$ cat config.mk
export PLATFORM = sky130hd
export DESIGN_NAME = iq_framer_flat
export DESIGN_NICKNAME = d
export VERILOG_FILES = /design/src/rtl/iq_framer_if.sv /design/src/rtl/iq_framer.sv /design/src/flat_wrapper.sv
export SDC_FILE = /design/constraint.sdc
export NUM_CORES = 1
export LEC_CHECK = 0
export CAP_MARGIN = 20
export CORE_MARGIN = 2
export CORE_UTILIZATION = 45
export DETAILED_ROUTE_END_ITERATION = 10
export HOLD_SLACK_MARGIN = 0.1
export PLACE_DENSITY = 0.86
export SLEW_MARGIN = 15
export SYNTH_ARGS = -nofsm -noshare
export SYNTH_HDL_FRONTEND = slang
export SYNTH_SLANG_ARGS = --single-unit
$ cat constraint.sdc
create_clock -name Sclk -period 1.6 [get_ports Sclk]
set_input_delay 0.32 -clock Sclk [delete_from_list [all_inputs] [get_ports Sclk]]
set_output_delay 0.32 -clock Sclk [all_outputs]
set_load 0.01 [all_outputs]
$ cat src/rtl/iq_framer_if.sv
`default_nettype none
`timescale 1ns/1ps
// ============================================================================
// Module   : iq_framer_if
// Brief    : Sample-in / packed-word-out bundle for the IQ framer.
// Revision : 1.0 - initial release
// ============================================================================
interface iq_framer_if #(
    parameter int IW = 12
);
    logic          enable;
    logic          mode;
    logic [IW-1:0] rx_i;
    logic [IW-1:0] rx_q;
    logic          rx_valid;
    logic [31:0]   Sin;
    logic          Ien;
    logic          sync;
    logic [31:0]   wcnt;
    logic [15:0]   drop_cnt;

    modport master (
        output enable, mode, rx_i, rx_q, rx_valid,
        input  Sin, Ien, sync, wcnt, drop_cnt
    );

    modport slave (
        input  enable, mode, rx_i, rx_q, rx_valid,
        output Sin, Ien, sync, wcnt, drop_cnt
    );
endinterface
`default_nettype wire

$ cat src/rtl/iq_framer.sv
`default_nettype none
`timescale 1ns/1ps
// ============================================================================
// Module   : iq_framer
// Brief    : Packs I/Q samples into 32-bit stream words (wide or narrow mode).
// Revision : 1.0 - initial release
// ============================================================================
module iq_framer #(
    parameter int IW = 12
) (
    input  wire logic   Sclk,
    input  wire logic   rst,
    iq_framer_if.slave  bus
);

    typedef enum logic [1:0] {
        S_IDLE  = 2'd0,
        S_RUN   = 2'd1,
        S_FLUSH = 2'd2
    } state_t;

    state_t      r_state;
    state_t      w_next_state;
    logic        r_mode;
    logic        r_pend;
    logic [7:0]  r_hold_i;
    logic [7:0]  r_hold_q;
    logic [31:0] r_sin;
    logic        r_ien;
    logic [31:0] r_wcnt;
    logic [15:0] r_drop;

    logic        w_sync;
    logic        w_accept;
    logic        w_flush;
    logic [31:0] w_wide;
    logic [31:0] w_pair;
    logic [31:0] w_pad;

    always_comb begin
        w_next_state = r_state;
        w_sync       = 1'b0;
        w_accept     = 1'b0;
        w_flush      = 1'b0;
        case (r_state)
            S_IDLE: begin
                if (bus.enable) begin
                    w_next_state = S_RUN;
                    w_sync       = 1'b1;
                end
            end
            S_RUN: begin
                if (!bus.enable) begin
                    // Padded word is loaded on entry so Ien is high during FLUSH
                    w_next_state = r_pend ? S_FLUSH : S_IDLE;
                    w_flush      = r_pend;
                end else begin
                    w_accept = bus.rx_valid;
                end
            end
            S_FLUSH: w_next_state = S_IDLE;
            default: w_next_state = S_IDLE;
        endcase
    end

    assign w_wide = {16'($signed(bus.rx_q)), 16'($signed(bus.rx_i))};
    assign w_pair = {bus.rx_q[IW-1 -: 8], bus.rx_i[IW-1 -: 8], r_hold_q, r_hold_i};
    assign w_pad  = {16'h0000, r_hold_q, r_hold_i};

    always_ff @(posedge Sclk) begin
        if (rst) begin
            r_state  <= S_IDLE;
            r_mode   <= 1'b0;
            r_pend   <= 1'b0;
            r_hold_i <= 8'h00;
            r_hold_q <= 8'h00;
            r_sin    <= 32'h0;
            r_ien    <= 1'b0;
            r_wcnt   <= 32'h0;
            r_drop   <= 16'h0;
        end else begin
            r_state <= w_next_state;
            r_ien   <= 1'b0;

            if (w_sync) begin
                r_mode <= bus.mode;
                r_wcnt <= 32'h0;
            end else if (r_ien) begin
                r_wcnt <= r_wcnt + 32'd1;
            end

            if (w_accept) begin
                if (!r_mode) begin
                    r_sin <= w_wide;
                    r_ien <= 1'b1;
                end else if (r_pend) begin
                    r_sin  <= w_pair;
                    r_ien  <= 1'b1;
                    r_pend <= 1'b0;
                end else begin
                    r_hold_i <= bus.rx_i[IW-1 -: 8];
                    r_hold_q <= bus.rx_q[IW-1 -: 8];
                    r_pend   <= 1'b1;
                end
            end else if (w_flush) begin
                r_sin  <= w_pad;
                r_ien  <= 1'b1;
                r_pend <= 1'b0;
            end

            if (bus.rx_valid && !w_accept && (r_drop != 16'hFFFF)) begin
                r_drop <= r_drop + 16'd1;
            end
        end
    end

    // sync is decoded from IDLE so it fires on the first cycle out of reset
    assign bus.sync     = w_sync & ~rst;
    assign bus.Sin      = r_sin;
    assign bus.Ien      = r_ien;
    assign bus.wcnt     = r_wcnt;
    assign bus.drop_cnt = r_drop;

endmodule
`default_nettype wire

$ cat src/flat_wrapper.sv
// flat-port wrapper written by rule: the top's interface ports become plain ports
module iq_framer_flat 
#(
    parameter int IW = 12
)
  (Sclk, rst, bus_enable, bus_mode, bus_rx_i, bus_rx_q, bus_rx_valid, bus_Sin, bus_Ien, bus_sync, bus_wcnt, bus_drop_cnt);
  iq_framer_if #(.IW(IW)) bus_i ();
  input  wire logic Sclk;
  input  wire logic rst;
  input wire logic [$bits(bus_i.enable)-1:0] bus_enable;
  input wire logic [$bits(bus_i.mode)-1:0] bus_mode;
  input wire logic [$bits(bus_i.rx_i)-1:0] bus_rx_i;
  input wire logic [$bits(bus_i.rx_q)-1:0] bus_rx_q;
  input wire logic [$bits(bus_i.rx_valid)-1:0] bus_rx_valid;
  output wire logic [$bits(bus_i.Sin)-1:0] bus_Sin;
  output wire logic [$bits(bus_i.Ien)-1:0] bus_Ien;
  output wire logic [$bits(bus_i.sync)-1:0] bus_sync;
  output wire logic [$bits(bus_i.wcnt)-1:0] bus_wcnt;
  output wire logic [$bits(bus_i.drop_cnt)-1:0] bus_drop_cnt;
  assign bus_i.enable = bus_enable;
  assign bus_i.mode = bus_mode;
  assign bus_i.rx_i = bus_rx_i;
  assign bus_i.rx_q = bus_rx_q;
  assign bus_i.rx_valid = bus_rx_valid;
  assign bus_Sin = bus_i.Sin;
  assign bus_Ien = bus_i.Ien;
  assign bus_sync = bus_i.sync;
  assign bus_wcnt = bus_i.wcnt;
  assign bus_drop_cnt = bus_i.drop_cnt;
  iq_framer #(.IW(IW)) u_core (.Sclk(Sclk), .rst(rst), .bus(bus_i));
endmodule
==> reports/summary.txt <==
Clock Skew = 0.0130 ns
Starting Density = 45.6%
Placement Setup Slack = -0.535 ns
top cell type by total area after synthesis = dfxtp_1
CTS tree = done
adder-cell area share of the yosys netlist = 0.539%
PortBufs = 110
DRT Pass-1 Iters = 5
slew margin rel. = 69.6%
Final GP Congestion = 0.933
# clock sinks = 101
CP bufs+invs = 2
Synth cell types = 56
Synth Register Bits = 101
Crit Path Class = reg -> reg
grt ovf = 0
Peak supply drop = 0.542 mV
Post-Synth XOR/XNOR Area = 2.26%
Finished Layout Cells = 875
largest family of logic cells by synthesized area = simple AND/OR/NAND/NOR gates
clock root cell = clkbuf_8
Post-Syn Area = 4640 um^2
CP required = 1.87 ns
Avg Cell Area, Syn = 8.71 um^2
Die Height = 106 um
Synth async-reset ratio = 0%
total global-route track usage = 24.7%
vias in the first global route = 4,866
Die X = 106 um
Reg area = 2080 um^2
H-tree depth = 3
final setup margin = -0.0522 ns
worst r2r path cells = 6
CTS clk-pin slew, worst paths = 0.11 ns
Synth top area share = 43.6%
capturing element type of the critical path = register
Compound-Gate Fraction of Synth Area = 19.1%
hold buffers post-CTS = 0
commonest non-fill, non-tap cell in the layout = buf_4
Die ar. = 11,100 um^2
MaxCap Viol Count = 0
Final Setup Violations = 2
outcome = finished with violations
Highest Clock Rate = 605 MHz
Yosys Warn Count = 0
max-slew violations = 0
area of the multi-input gates = 2670 um^2
period utilisation layout = 103%
DR DRC count = 0
row cnt = 37
count of flip-flops with a built-in enable after synthesis = 0
PD cells = 678 nW/um^2
WP depth = 6
CTS Buffer Depth = 2
worst-skew pair later-pin latency = 0.37 ns
CTS buffer count = 9
Pleak = 3.05 nW
Worst EP arrival = 1.92 ns
layout cells sized above 1 = 31.5%
mux share of post-synthesis cell area = 3.37%
post-synthesis sequential area ratio = 43.6%
hold violation count in the final report = 0
first-pass GRT wire length = 22,600 um
top post-synthesis cells by area = dfxtp_1 44%, nand2_1 5.1%, a21oi_1 4.6%, nor2_1 4.2%, o21ai_0 3.5%
routed via count = 5,219
total wire length = 15,200 um
P&R area growth vs syn = 52.7%
Placed Cells = 836
RSZ-0062 raised after global routing = yes
Via density = 5.96
Diodes inserted = 0
hold path depth = 2
Post-synth top flop = dfxtp_1
FILL cells = 738
I/O Pins = 111
critical path peak fanout = 8
Startpoint Class = register
Cell Chain, Critical Path = nand4_4 > buf_12 > nor4_4 > buf_6 > nor2_1 > a311oi_1
fin crit period = 1.65 ns
wire per inst = 17.3 um
Iter 0 DRT Violations = 417
Post-DP HPWL = 9720 um
Gate Count Post-Synth = 533
Syn Nets = 564
initial antenna violation count = 0
cell family with the largest share of critical-path delay = simple AND/OR/NAND/NOR gates
commonest non-fill, non-tap cells in the layout = 96 x buf_4, 76 x dlygate4sd2_1, 63 x nand2_1, 63 x dfxtp_1, 51 x nor2_1
kind of path behind the tightest hold check = in -> reg
Simple-Gate Fraction of Synth Area = 27.2%
Crit path largest cell delay = 0.42 ns
slowest CP cell = dfxtp_4
core area = 10,200 um^2
failing checks = negative setup slack
worst slew pin tran = 0.453 ns
final net count = 765
largest net degree at the start of global routing = 38
remaining antenna violation count = 0
## path summary, 6_finish.rpt
path | start | slack, ns | endpoint
worst max register to register | u_core.bus.drop_cnt[8] | -0.05 | u_core.bus.drop_cnt[2]
worst min register to register | u_core.r_state[1] | 0.46 | u_core.r_state[0]
worst min-delay path | rst | 0.18 | u_core.r_state[0]
worst max-delay path | u_core.bus.drop_cnt[8] | -0.05 | u_core.bus.drop_cnt[2]
## logic make-up after synthesis
group / after synthesis
multiplexers: 14
XOR/XNOR: 12
adder cells (fa/ha/maj): 2
buffers and inverters: 40
AND/OR/NAND/NOR: 225
AO/OA/AOI/OAI: 139
flip-flops: 101
## flip-flops by register name (all words and copies together), names as in the netlist
name	cells
u_core.r_hold_q	8
u_core.r_hold_i	8
u_core.r_state	2
u_core.bus.Ien	1
u_core.r_pend	1
u_core.bus.wcnt	32
u_core.r_mode	1
u_core.bus.drop_cnt	16
u_core.bus.Sin	32
## per-stage QoR
| stage | power, mW | setup TNS (ns) | hold WS, ns | utilization (%) | cell area [um^2] |
|---|---|---|---|---|---|
| after floorplan | 2.83 | -0.0197 | 0.429 | - | 4670 |
| after global placement | 3.07 | -23.15 | 0.445 | 63.9 | 6510 |
| after detailed placement | 3.09 | -28.03 | 0.467 | 63.9 | 6510 |
| after CTS | 4.79 | -0.00921 | 0.166 | 67.0 | 6830 |
| after global routing | 4.98 | -0.807 | 0.150 | 69.6 | 7090 |
| final | 4.81 | -0.0861 | 0.179 | 69.6 | 7090 |
## layout make-up
| class | instances | area share, % |
|---|---|---|
| Clock buffer | 9 | 1.75 |
| Clock inverter | 7 | 1.22 |
| Inverter | 7 | 0.371 |
| Multi-Input combinational cell | 394 | 37.7 |
| Sequential cell | 101 | 29.4 |
| Tap cell | 136 | 2.40 |
| Timing Repair Buffer | 221 | 27.2 |
## layer usage
layer / vias to the layer above / GRT usage [%] / share of wire (%)
met2: 308 / 42.4 / 50
met4: 0 / 11.0 / 2.9
li1: 2381 / - / -
met1: 2479 / 30.2 / 40
met3: 51 / 4.27 / 7.5
met5: - / 0 / 0
## report_power, final
| part | internal [mW] | switching (mW) |
|---|---|---|
| logic | 0.226 | 0.244 |
| clock network | 0.763 | 1.00 |
| registers | 2.54 | 0.0303 |
| total | 3.53 | 1.28 |
## timing repair
item	CTS	global route
cloned	0	4
endpoints found under the setup margin	105	67
gates resized for setup	128	43
setup buffers	10	9
pin swaps	11	11
## synth_stat cells (all sizes together), types with 15 or more instances
library cell,instances
nor2,52
clkbuf,17
o31ai,16
or4,15
a21oi,46
nand2,64
a22oi,15
o21ai,32
nand4,21
dfxtp,101
buf,16
Power figures use the tool's default switching activity.
